--- config.mk ---
export PLATFORM = sky130hd
export DESIGN_NAME = pwm_capture
export DESIGN_NICKNAME = d
export VERILOG_FILES = /design/src/rtl/pwm_regs_pkg.sv /design/src/rtl/pwm_edge_detect.sv /design/src/rtl/pwm_capture.sv
export SDC_FILE = /design/constraint.sdc
export NUM_CORES = 1
export LEC_CHECK = 0
export ABC_AREA = 1
export CORE_MARGIN = 1.5
export CORE_UTILIZATION = 55
export CTS_CLUSTER_SIZE = 14
export DETAILED_ROUTE_END_ITERATION = 10
export GPL_ROUTABILITY_DRIVEN = 0
export PLACE_DENSITY = 0.84
export SLEW_MARGIN = 20
export SYNTH_ARGS = -nofsm -noshare
export SYNTH_HDL_FRONTEND = slang
export SYNTH_SLANG_ARGS = --single-unit
--- constraint.sdc ---
create_clock -name clk -period 3.4 [get_ports clk]
set_input_delay 0.68 -clock clk [delete_from_list [all_inputs] [get_ports clk]]
set_output_delay 0.68 -clock clk [all_outputs]
set_load 0.05 [all_outputs]
--- src/rtl/pwm_regs_pkg.sv ---
// Register map, bit positions and FSM encoding shared by the PWM generator and capture blocks.
package pwm_regs_pkg;

  localparam int unsigned ADDR_W   = 8;
  localparam int unsigned DATA_W   = 32;
  localparam int unsigned CTRL_W   = 2;
  localparam int unsigned STATUS_W = 4;

  // capture block register addresses
  localparam logic [ADDR_W-1:0] CAP_CTRL_ADDR   = 8'h00;
  localparam logic [ADDR_W-1:0] CAP_STATUS_ADDR = 8'h04;
  localparam logic [ADDR_W-1:0] CAP_HIGH_ADDR   = 8'h08;
  localparam logic [ADDR_W-1:0] CAP_PERIOD_ADDR = 8'h0C;

  // generator register addresses used by top_pwm
  localparam logic [ADDR_W-1:0] TOP_PWM_CTRL_ADDR   = 8'h00;
  localparam logic [ADDR_W-1:0] TOP_PWM_STATUS_ADDR = 8'h04;

  localparam int unsigned CTRL_ENABLE_BIT = 0;
  localparam int unsigned CTRL_IRQ_EN_BIT = 1;

  localparam int unsigned STATUS_VALID_BIT      = 0;
  localparam int unsigned STATUS_OVERRUN_BIT    = 1;
  localparam int unsigned STATUS_STUCK_HIGH_BIT = 2;
  localparam int unsigned STATUS_STUCK_LOW_BIT  = 3;

  typedef enum logic [1:0] {
    ST_IDLE      = 2'd0,
    ST_WAIT_RISE = 2'd1,
    ST_MEASURE   = 2'd2
  } cap_state_e;

endpackage

--- src/rtl/pwm_edge_detect.sv ---
// Registers the PWM input once and flags the cycle in which the registered level rises.
module pwm_edge_detect (
  input  logic clk,
  input  logic reset,
  input  logic pwm_in,
  output logic s,
  output logic rise
);

  logic s_d;

  always_ff @(posedge clk) begin
    if (reset) begin
      s   <= 1'b0;
      s_d <= 1'b0;
    end else begin
      s   <= pwm_in;
      s_d <= s;
    end
  end

  assign rise = s & ~s_d;

endmodule

--- src/rtl/pwm_capture.sv ---
// Measures high time and period of each complete PWM cycle on pwm_in and exposes the
// results, sticky status flags and an interrupt through the wen/ren register bus.
module pwm_capture
  import pwm_regs_pkg::*;
#(
  parameter int unsigned CNT_W   = 16,
  parameter int unsigned TIMEOUT = 16'hFFFF
) (
  input  logic              clk,
  input  logic              reset,
  input  logic [ADDR_W-1:0] addr,
  input  logic [DATA_W-1:0] wdata,
  input  logic              wen,
  input  logic              ren,
  output logic [DATA_W-1:0] rdata,
  input  logic              pwm_in,
  output logic              irq
);

  logic s;
  logic rise;

  pwm_edge_detect u_edge (
    .clk    (clk),
    .reset  (reset),
    .pwm_in (pwm_in),
    .s      (s),
    .rise   (rise)
  );

  cap_state_e          state_q;
  cap_state_e          state_d;
  logic [CTRL_W-1:0]   ctrl_q;
  logic [STATUS_W-1:0] status_q;
  logic [STATUS_W-1:0] status_d;
  logic [STATUS_W-1:0] status_set;
  logic [STATUS_W-1:0] status_clr;
  logic [CNT_W-1:0]    high_q;
  logic [CNT_W-1:0]    period_q;
  logic [CNT_W-1:0]    high_cnt;
  logic [CNT_W-1:0]    period_cnt;
  logic [DATA_W-1:0]   rd_mux;

  logic enable;
  logic timeout;
  logic cnt_clr;
  logic cnt_load;
  logic cnt_inc;
  logic cnt_inc_high;
  logic latch;
  logic stuck_set;

  assign enable  = ctrl_q[CTRL_ENABLE_BIT];
  assign timeout = (period_cnt == CNT_W'(TIMEOUT));
  assign irq     = status_q[STATUS_VALID_BIT] & ctrl_q[CTRL_IRQ_EN_BIT];

  // State register
  always_ff @(posedge clk) begin
    if (reset) state_q <= ST_IDLE;
    else       state_q <= state_d;
  end

  // Next-state logic; disable has priority, then a rising edge, then timeout
  always_comb begin
    state_d = state_q;
    case (state_q)
      ST_IDLE:      if (enable) state_d = ST_WAIT_RISE;
      ST_WAIT_RISE: begin
        if (!enable)   state_d = ST_IDLE;
        else if (rise) state_d = ST_MEASURE;
      end
      ST_MEASURE: begin
        if (!enable)      state_d = ST_IDLE;
        else if (rise)    state_d = ST_MEASURE;
        else if (timeout) state_d = ST_WAIT_RISE;
      end
      default:          state_d = ST_IDLE;
    endcase
  end

  // Counter and result control decoded from the current state
  always_comb begin
    cnt_clr      = 1'b0;
    cnt_load     = 1'b0;
    cnt_inc      = 1'b0;
    cnt_inc_high = 1'b0;
    latch        = 1'b0;
    stuck_set    = 1'b0;
    case (state_q)
      ST_WAIT_RISE: begin
        if (!enable)      cnt_clr = 1'b1;
        else if (rise)    cnt_load = 1'b1;
        else if (timeout) begin
          cnt_clr   = 1'b1;
          stuck_set = 1'b1;
        end else          cnt_inc = 1'b1;
      end
      ST_MEASURE: begin
        if (!enable) cnt_clr = 1'b1;
        else if (rise) begin
          latch    = 1'b1;
          cnt_load = 1'b1;
        end else if (timeout) begin
          cnt_clr   = 1'b1;
          stuck_set = 1'b1;
        end else begin
          cnt_inc      = 1'b1;
          cnt_inc_high = 1'b1;
        end
      end
      default: cnt_clr = 1'b1;
    endcase
  end

  // Rise cycle counts as the first cycle of the new period, hence the reload to 1
  always_ff @(posedge clk) begin
    if (reset || cnt_clr) begin
      period_cnt <= '0;
      high_cnt   <= '0;
    end else if (cnt_load) begin
      period_cnt <= CNT_W'(1);
      high_cnt   <= CNT_W'(1);
    end else if (cnt_inc) begin
      period_cnt <= period_cnt + CNT_W'(1);
      if (cnt_inc_high) high_cnt <= high_cnt + CNT_W'(s);
    end
  end

  // Sticky status: hardware set wins over a same-cycle W1C
  always_comb begin
    status_set = '0;
    status_set[STATUS_VALID_BIT]      = latch;
    status_set[STATUS_OVERRUN_BIT]    = latch & status_q[STATUS_VALID_BIT];
    status_set[STATUS_STUCK_HIGH_BIT] = stuck_set & s;
    status_set[STATUS_STUCK_LOW_BIT]  = stuck_set & ~s;
    status_clr = (wen && addr == CAP_STATUS_ADDR) ? wdata[STATUS_W-1:0] : '0;
    status_d   = (status_q & ~status_clr) | status_set;
  end

  always_comb begin
    case (addr)
      CAP_CTRL_ADDR:   rd_mux = DATA_W'(ctrl_q);
      CAP_STATUS_ADDR: rd_mux = DATA_W'(status_q);
      CAP_HIGH_ADDR:   rd_mux = DATA_W'(high_q);
      CAP_PERIOD_ADDR: rd_mux = DATA_W'(period_q);
      default:         rd_mux = '0;
    endcase
  end

  // Register file; reads sample pre-write values
  always_ff @(posedge clk) begin
    if (reset) begin
      ctrl_q   <= '0;
      status_q <= '0;
      high_q   <= '0;
      period_q <= '0;
      rdata    <= '0;
    end else begin
      if (wen && addr == CAP_CTRL_ADDR) ctrl_q <= wdata[CTRL_W-1:0];
      status_q <= status_d;
      if (latch) begin
        high_q   <= high_cnt;
        period_q <= period_cnt;
      end
      if (ren) rdata <= rd_mux;
    end
  end

  logic unused_wdata;
  assign unused_wdata = ^wdata[DATA_W-1:STATUS_W];

endmodule

Yosys cells after proc, flatten, opt, wreduce, memory -nomap -nowiden
Index checks and enable logic that the tools add are counted.
{"block": "op_classes", "n_reduce_logical": 12, "n_bitwise": 10, "muxes": 29, "n_eq_ne": 9, "addsub": 2}
{"op": "one-hot mux 16 bit (4 select lines)", "n": 1}
{"op": "two-way mux 1 bit", "n": 20}
{"op": "adder 16 x 1 -> 16 bit", "n": 1}
{"op": "adder 16 x 1 -> 16 bit, second input constant", "n": 1}
{"op": "== test 16 bit, second input constant", "n": 1}
{"op": "== test 8 x 4 -> 1 bit, second input constant", "n": 2}
{"op": "two-way mux 2 bit", "n": 6}
{"op": "== test 8 x 3 -> 1 bit, second input constant", "n": 1}
{"op": "logical NOT 8 bit", "n": 1}
{"op": "one-hot mux 2 bit (3 select lines)", "n": 1}
{"op": "bitwise AND 1 bit", "n": 5}
{"op": "bitwise AND 4 bit", "n": 1}
{"op": "two-way mux 4 bit", "n": 1}
{"op": "inequality test 4 bit, second input constant", "n": 1}
{"op": "inverter 4 bit", "n": 1}
{"op": "bitwise OR 4 bit", "n": 1}
{"op": "AND reduction 2 bit", "n": 2}
{"op": "nonzero test 2 bit", "n": 2}
{"op": "OR reduction 2 bit", "n": 2}
{"op": "inequality test 3 bit, second input constant", "n": 1}
{"op": "AND reduction 3 bit", "n": 1}
{"op": "== test 2 x 1 -> 1 bit, second input constant", "n": 1}
{"op": "== test 2 bit, second input constant", "n": 1}
{"op": "logical AND 1 bit", "n": 2}
{"op": "4 further kinds", "n": 5}
{"block": "word_totals", "regBits": 106, "word_cells": 74, "out_inout_bits": 33, "inputBits": 45}

Longest topological paths before layout
{"block": "logic_depth", "depth_word": 8, "ltp_mapped": 11, "ltp_nobuf": 10}

Cells and area by module
Synthesis repeated with hierarchy kept, for this count alone.
{"block": "unflattened", "cells_unflattened": 639, "area_unflattened_um2": 4400.5}
{"mod": "pwm_capture", "cells_each": 632, "seq_area_each_um2": 1761.7, "n_inst": 1, "area_per_inst_um2": 4341.7}
{"mod": "pwm_edge_detect", "cells_each": 7, "seq_area_each_um2": 40.0, "n_inst": 1, "area_per_inst_um2": 58.8}

Worst setup path before layout
OpenSTA, ideal clock, no wires.
{"block": "synth_timing", "kind": "input port to flip-flop", "startpoint": "input port addr[0]", "endpoint": "register rdata[10]", "required_time_ns": 3.330, "arrival_time_ns": 1.579, "n_path_buf": 1, "setup_time_ns": 0.070, "path_slack_ns": 1.750, "stages": 8, "path_cell_list": "inv_1 > nand2_1 > nor2_1 > buf_2 > nand3_1 > nand2_1 > nand2_1 > a21oi_1"}
{"block": "synth_via", "elab_chain_cells": 2, "elab_cells_between_ends": 5, "classes_between": "eq/ne (3); mux (1); reduce/logical (1)"}
{"element": "from (decl)", "line": "pwm_capture.sv:11", "text": "input logic [ADDR_W-1:0] addr,"}
{"element": "== test 8 x 4 -> 1 bit, or another cell as far along", "line": "pwm_capture.sv:141", "text": "case (addr)"}
{"element": "one-hot mux 16 bit (4 select lines) *", "line": "pwm_capture.sv:141"}
{"element": "to (signal assigned)", "line": "pwm_capture.sv:165", "text": "if (ren) rdata <= rd_mux;"}
{"element": "to (decl)", "line": "pwm_capture.sv:15", "text": "output logic [DATA_W-1:0] rdata,"}
Every way passes the cells marked *; elsewhere a longest branch is shown, timed or not.
A chain may end at the register's enable or synchronous reset.

Worst setup path after layout
{"block": "layout_timing", "startpoint": "register status_q[0]", "endpoint": "output port irq"}
{"block": "layout_via", "elab_chain_cells": 1}
{"element": "from (decl)", "line": "pwm_capture.sv:34", "text": "logic [STATUS_W-1:0] status_q;"}
{"element": "from (signal assigned)", "line": "pwm_capture.sv:160", "text": "status_q <= status_d;"}
{"element": "bitwise AND 1 bit", "line": "pwm_capture.sv:55", "text": "assign irq = status_q[STATUS_VALID_BIT] & ctrl_q[CTRL_IRQ_EN_BIT];"}
{"element": "to (decl)", "line": "pwm_capture.sv:17", "text": "output logic irq"}
No other way between the ends.

==> results.cfg <==
[status]
status = complete, no violations

[route]
wl_um = 9930
wire_per_inst_um = 12.9
first_pass_iters = 5
vias = 4100
detail_route.drc_violations = 0
viasPerCell = 5.32
antenna_left = 0
drt_iter0_drc = 237

[sta]
slew_viol_final = 0
setup_viol = 0
clock.fmax_ghz = 0.426
fin_tns_setup_ps = 0
worstMarginPinSlew_ps = 843
finalClockSkew_ps = 8.83
finalCritPeriodShare_pct = 69.1
hold_viol_final = 0
slew_headroom_pct = 43.5
period_minus_slack_ps = 2350
grt_setup_unrepaired = false

[cts]
cts_buffers = 9
clock-sinks = 90
cts_buffer_depth = 2
clk_pin_slew_worst_paths_ps = 90
cts-htree-levels = 3
cts_resized = 0
post_cts_buffers = 0
clock_latency_ps = 370
cts_tree = built
root_buffer = clkbuf_8
postCtsHoldBufs = 0

[worst_setup_path]
crit_arrival_ps = 1670
critPathMaxFanout = 4
critical_path_class = register to output port
cp-end-kind = output port
worstSetupStartpointType = register
cp.required_ps = 2720

[global_routing]
grt_pass1_wl_um = 17200
grt_max_degree = 45
grt-ovfl-total = 0
grt_pass1_vias = 3936
track_usage_pct = 24.9
antenna_found_initial = 0

[placed_design]
hpwl_um = 6930
dp.cells = 754
port-buffer-count = 33

[final_layout]
drive_gt1_share_pct = 5.24
finalNonFillerCells = 770
area_growth_pct = 12.1
antenna_cells = 0
nets = 715

[synth]
netlist_area_um2 = 4420
synthFlopType = dfxtp_1
yosys-top-cells-count = nand2_1 (157), nor2_1 (94), dfxtp_1 (90), nand3_1 (57), a21oi_1 (56)
syn_area_per_cell_um2 = 6.91
yosys_register_bits = 90
synth_area_leaders = dfxtp_1 (41%), nand2_1 (13%), nor2_1 (8.0%)
ys_types = 33
synth_cells = 640
synth-seq-area-share_pct = 40.7
ys_async_sr_fraction_pct = 0
yosys.area.top_type = dfxtp_1
yosysMostFrequentCell = nand2_1
synth_top_cell_area_share_pct = 40.7
synth_enable_flop_cells = 0
yosysWarnings = 0

[floorplan]
core_um2 = 7770
die_x_um = 92.7
rows = 32
start_util_pct = 56.9
die_area_um2 = 8590
die_h_um = 92.7
pin_count = 78

[power_and_ir_drop]
cellLeakagePower_nw = 1.93
p_per_area_nw_per_um2 = 422
ir_drop_mv = 0.218

[job]
maxCapViolations = 0

[worst_hold_path]
hp-class = register to register
[worst paths after layout]
check | start | endpoint | slack (ps) | depth (start not counted)
hold reg to reg | rdata[3] | rdata[3] | 470 | 2
hold / removal | rdata[3] | rdata[3] | 470 | 2
setup / recovery | status_q[0] | irq | 1050 | 3
setup reg to reg | state_q[0] | high_cnt[4] | 1160 | 10
[final cells by class]
type                            count  area (um^2)
Tap cell                          102          128
Multi-Input combinational cell    478         2260
Fill cell                         654         2810
Clock buffer                        9          124
Inverter                           46          173
Timing Repair Buffer               38          368
Clock inverter                      7          106
Sequential cell                    90         1800
[sequential cells by signal, indices dropped and copies added, names as in the netlist]
name / flops
rdata: 16
state_q: 2
high_cnt: 16
period_q: 16
u_edge.s_d: 1
ctrl_q: 2
high_q: 16
u_edge.s: 1
period_cnt: 16
status_q: 4
[worst max-delay path, cell delays in order, from the launching register on]
cell and delay, ps:
dfxtp_1 380, nand2_1 70, inv_1 50, clkdlybuf4s50_1 800
[power by group]
| group | switching, mW | leakage, nW | internal (mW) | total [mW] |
|---|---|---|---|---|
| clock | 0.418 | 0.117 | 0.430 | 0.848 |
| combinational | 0.121 | 1.09 | 0.0524 | 0.173 |
| sequential | 0.00940 | 0.725 | 1.06 | 1.07 |
[routing by layer]
| layer | vias to the layer above | part of all wire, % | global-route usage [%] |
|---|---|---|---|
| li1 | 2069 | - | - |
| met1 | 1869 | 44 | 31.5 |
| met2 | 142 | 48 | 41.7 |
| met3 | 20 | 5.9 | 4.11 |
| met4 | 0 | 1.8 | 11.4 |
| met5 | - | 0 | 0 |
[through the flow]
stage / setup WS (ps) / total power [mW] / hold WS [ps] / area, um^2 / util, %
final: 1050 / 2.09 / 466 / 4960 / 63.8
after global placement: 1090 / 1.26 / 451 / 4730 / 60.8
after floorplan: 1750 / 1.24 / 444 / 4480 / -
after detailed placement: 1030 / 1.27 / 455 / 4730 / 60.8
after global routing: 1020 / 2.16 / 492 / 4960 / 63.8
after CTS: 1050 / 2.10 / 469 / 4960 / 63.8
[cells by family (layout without fill, tap and decap cells)]
family	after synthesis	count (layout)	share of synthesized area [%]
xor+xnor	15	15	2.97
flops	90	90	40.7
buf+inv	87	100	9.51
simple gates	336	336	32.8
other cells	1	16	0.0848
fa+ha+maj	7	7	1.98
compound gates	104	104	11.9
[placed cells by master, fill, tap and decap left out]
master and n:
nand2_1 157, nor2_1 94, dfxtp_1 90, nand3_1 57, a21oi_1 56, o21ai_0 45
inv_1 43, clkdlybuf4s50_1 33, conb_1 16, xnor2_1 9, clkbuf_8 9, ha_1 7
xor2_1 6, nand3b_1 6, buf_4 5, nor2_4 4, inv_6 4, inv_2 3
nor3_1 3, nand2_2 2, nand4_1 2, and2_1 2, and2_0 2, nor3b_1 2
bufinv_16 2, nor3_2 1, nor2_2 1, nand2_4 1, nand2_8 1, o21ai_1 1
a22oi_1 1, a211oi_1 1, or2_2 1, inv_8 1
Note: power is estimated with default switching activity, not from simulation.
